===== src/rtl/rr_mux_stage.sv =====
// N-input valid/ready selector with round-robin or fixed-priority arbitration
// feeding a single registered output stage that pipelines at one beat per cycle.
module rr_mux_stage #(
   parameter  int WIDTH = 32,
   parameter  int N_IN  = 4,
   parameter  int MODE  = 0,
   localparam int SEL_W = $clog2(N_IN)
) (
   input  logic                  clk,
   input  logic                  rst_n,
   input  logic [N_IN-1:0]       in_valid,
   input  logic [N_IN*WIDTH-1:0] in_data,
   output logic [N_IN-1:0]       in_ready,
   output logic                  out_valid,
   input  logic                  out_ready,
   output logic [WIDTH-1:0]      out_data,
   output logic [SEL_W-1:0]      out_sel
);

   logic             r_out_valid;
   logic [WIDTH-1:0] r_out_data;
   logic [SEL_W-1:0] r_out_sel;
   logic [SEL_W-1:0] r_ptr;

   logic             w_load;
   logic             w_any;
   logic [SEL_W-1:0] w_grant;
   logic [WIDTH-1:0] w_data;

   assign w_load = ~r_out_valid | out_ready;
   assign w_any  = |in_valid;

   always_comb begin
      // NOTE: default first so every path assigns w_grant; otherwise a latch is inferred.
      w_grant = '0;
      // Descending scans leave the lowest hit. In round-robin the second pass,
      // over indices at or above ptr, overrides the wrapped-around first pass.
      for (int i = N_IN - 1; i >= 0; i--) begin
         if (in_valid[i] && (MODE != 0 || i < int'(r_ptr))) w_grant = SEL_W'(i);
      end
      if (MODE == 0) begin
         for (int i = N_IN - 1; i >= 0; i--) begin
            if (in_valid[i] && i >= int'(r_ptr)) w_grant = SEL_W'(i);
         end
      end
   end

   always_comb begin
      w_data = '0;
      for (int i = 0; i < N_IN; i++) begin
         if (w_grant == SEL_W'(i)) w_data = in_data[i*WIDTH +: WIDTH];
      end
   end

   always_comb begin
      in_ready = '0;
      for (int i = 0; i < N_IN; i++) begin
         if (rst_n && w_load && w_any && w_grant == SEL_W'(i)) in_ready[i] = 1'b1;
      end
   end

   // NOTE: non-blocking assignments so every register samples pre-edge values.
   always_ff @(posedge clk or negedge rst_n) begin
      if (!rst_n) begin
         r_out_valid <= 1'b0;
         r_out_data  <= '0;
         r_out_sel   <= '0;
         r_ptr       <= '0;
      end else if (w_load) begin
         if (w_any) begin
            r_out_valid <= 1'b1;
            r_out_data  <= w_data;
            r_out_sel   <= w_grant;
            if (MODE == 0) begin
               r_ptr <= (w_grant == SEL_W'(N_IN - 1)) ? '0 : w_grant + SEL_W'(1);
            end
         end else begin
            r_out_valid <= 1'b0;
         end
      end
   end

   assign out_valid = r_out_valid;
   assign out_data  = r_out_data;
   assign out_sel   = r_out_sel;

endmodule


===== config.mk =====
export PLATFORM = sky130hd
export DESIGN_NAME = rr_mux_stage
export DESIGN_NICKNAME = d
export VERILOG_FILES = /design/src/rtl/rr_mux_stage.sv
export SDC_FILE = /design/constraint.sdc
export NUM_CORES = 1
export LEC_CHECK = 0
export CORE_MARGIN = 3
export CORE_UTILIZATION = 45
export DETAILED_ROUTE_END_ITERATION = 12
export DONT_BUFFER_PORTS = 1
export PLACE_DENSITY = 0.7
export SLEW_MARGIN = 20
export SYNTH_ARGS = -nofsm -noshare
export SYNTH_HDL_FRONTEND = slang
export SYNTH_SLANG_ARGS = --single-unit

===== constraint.sdc =====
create_clock -name clk -period 3.2 [get_ports clk]
set_input_delay 0.64 -clock clk [delete_from_list [all_inputs] [get_ports clk]]
set_output_delay 0.64 -clock clk [all_outputs]
set_load 0.02 [all_outputs]

==> flow_summary.toml <==
[sta]
setup_viol = 0
maxSlewViolCount = 0
slew_headroom = 0.615
min_period_ps = 2830
timing.fmax_ghz = 0.354
clock_skew_ps = 5.99
hold_violations = 0
rsz0062_at_grt = "no"
fin_ws_ps = 373
period_share = 0.884
fin_setup_tns_ps = 0
worst_slew_pin_slew_ps = 577

[worst_setup_path]
criticalPathCategory = "register to primary output"
path_max_fanout = 9
start_kind = "register"
cp-end-kind = "primary output"
required_ps = 2560
cp.arrival_ps = 2190

[global_route]
grt_pass1_wl_mm = 8.90
grt_max_degree = 42
first_global_vias = 1797
antenna_found_initial = 0
grt_usage = 0.209
overflow = 0

[clock_network]
clk_pin_slew_ps = 70
h-tree-depth = 2
clock_latency_ps = 280
cts-root-buf = "clkbuf_8"
postCtsHoldBufs = 0
cts.sinks = 37
cts_made_buffers = 5
cts_buffer_depth = 2
post_cts_buffers = 0
ctsResizeCount = 0
cts_tree = "done"

[logic_synthesis]
synth.net_count = 371
yosysWarnings = 0
synth_seq_cells = 37
synth_enable_flop_cells = 0
ys_seq_area_frac = 0.425
netlist.area_leader.share = 0.425
async_reset_ff_frac = 1.00
synthTopCellsByArea = "dfrtp_1, a221oi_1, o31ai_1, o22ai_1, nand2_1"
syn_inst = 232
synth_cell_types = 29
avgSynthCellArea_um2 = 9.39
synthFlopType = "dfrtp_1"
syn_area_um2 = 2180
synth_common_cells = "nand2_1, dfrtp_1, a221oi_1, o22ai_1, o31ai_1"
yosys.cell_count.top_type = "nand2_1"
yosysTopAreaCell = "dfrtp_1"

[placed_design]
dp_hpwl_mm = 4.81
place_inst = 269
portBuffers = 0
place_area_um2 = 2190
place_congestion = 0.806
pre_cts_ws_ps = 491

[routing]
drcViolationCount = 0
vias = 1915
routed_wl_mm = 6.36
first_pass_iters = 5
routedWlPerCell_um = 23.0
drtIter0Drc = 101
ant_nets = 0
via_per_inst = 6.94

[floorplanning]
core_um2 = 4500
io_pins = 174
num_rows = 24
die_y_um = 75.6
fp.dieArea_um2 = 5710
fp.dieW_um = 75.6
start_util = 0.484

[finish]
nets = 363
fillers = 432
fin_cells = 276
fin_area_um2 = 2280
area_delta_synth_final_pct = 4.54
utilization = 0.506
antenna_cells = 0
drive_above_1_share = 0.0982

[job]
max_cap_violations = 0

[hold_path]
hold_path.class = "input port to async pin"

[pwr]
power.leakage_nw = 0.926
peakVddDrop_uv = 475
power_density_nw_per_um2 = 1000

[outcome]
status = "complete, no violations"
## routing by layer
layer | up-vias | wire [um] | part of all wire | GRT usage
met3 | 7 | 556 | 0.087 | 0.0567
met1 | 891 | 2460 | 0.39 | 0.250
met5 | - | 0 | 0 | 0
met2 | 111 | 3290 | 0.52 | 0.368
li1 | 906 | - | - | -
met4 | 0 | 57 | 0.0090 | 0.0563
## power by group
group          total [mW]  internal (mW)  switching, mW
clock               0.323          0.171          0.153
combinational       0.850          0.360          0.490
sequential           1.11          0.681          0.431
## cells by family after synthesis
group           after synthesis  share of synthesized area
compound gates              105                      0.365
simple gates                 55                      0.110
flops                        37                      0.425
buf+inv                      30                     0.0723
fa+ha+maj                     4                     0.0230
mux                           1                    0.00517
## worst max-delay path, stage by stage (launching register included)
cell     delay, ps
dfrtp_1        410
inv_1           70
a22o_1         200
a221o_1        360
inv_2          100
ha_1           410
and3_1         350
## cell type report
type	instances	area [um^2]	area share
Inverter	6	22.5	0.00988
Tap cell	52	65.1	0.0286
Multi-Input combinational cell	165	1100	0.482
Clock buffer	7	86.3	0.0379
Timing Repair Buffer	9	80.1	0.0351
Sequential cell	37	926	0.406
## cells in the final DEF (no fill, tap or decap), types with 2 or more instances in the layout
cell type,synthesis,final
nand2_1,40,40
o31ai_1,31,31
and3_1,4,4
nor2_1,5,5
dfrtp_1,37,37
a221oi_1,31,31
buf_4,0,8
clkbuf_8,0,6
inv_1,4,4
o21ai_0,2,2
o22ai_1,31,31
ha_1,4,4
a21oi_1,3,3
inv_2,2,2
## state kept, by name (all words and copies together), names as in the netlist
register	flops
out_data	32
out_sel	2
r_ptr	2
out_valid	1
## metrics by stage
stage / power (mW) / hold WS [ps]
after global routing: 2.45 / 15.8
after global placement: 1.95 / 345
final: 2.29 / 43.7
after CTS: 2.31 / 28.7
after floorplan: 1.75 / 344
after detailed placement: 1.98 / 345
## worst paths after layout
| path | start | end | slack (ps) | cells after the start |
|---|---|---|---|---|
| min in group clk | in_valid[2] | out_valid | 470 | 2 |
| min reg2reg | r_ptr[1] | r_ptr[1] | 600 | 2 |
| max in group asynchronous | rst_n | out_data[29] | 3060 | 0 |
| max reg2reg | r_ptr[0] | out_data[10] | 780 | 9 |
| max | r_ptr[0] | in_ready[1] | 370 | 6 |
| min | rst_n | out_data[12] | 40 | 0 |
(Power assumes the default switching activity.)
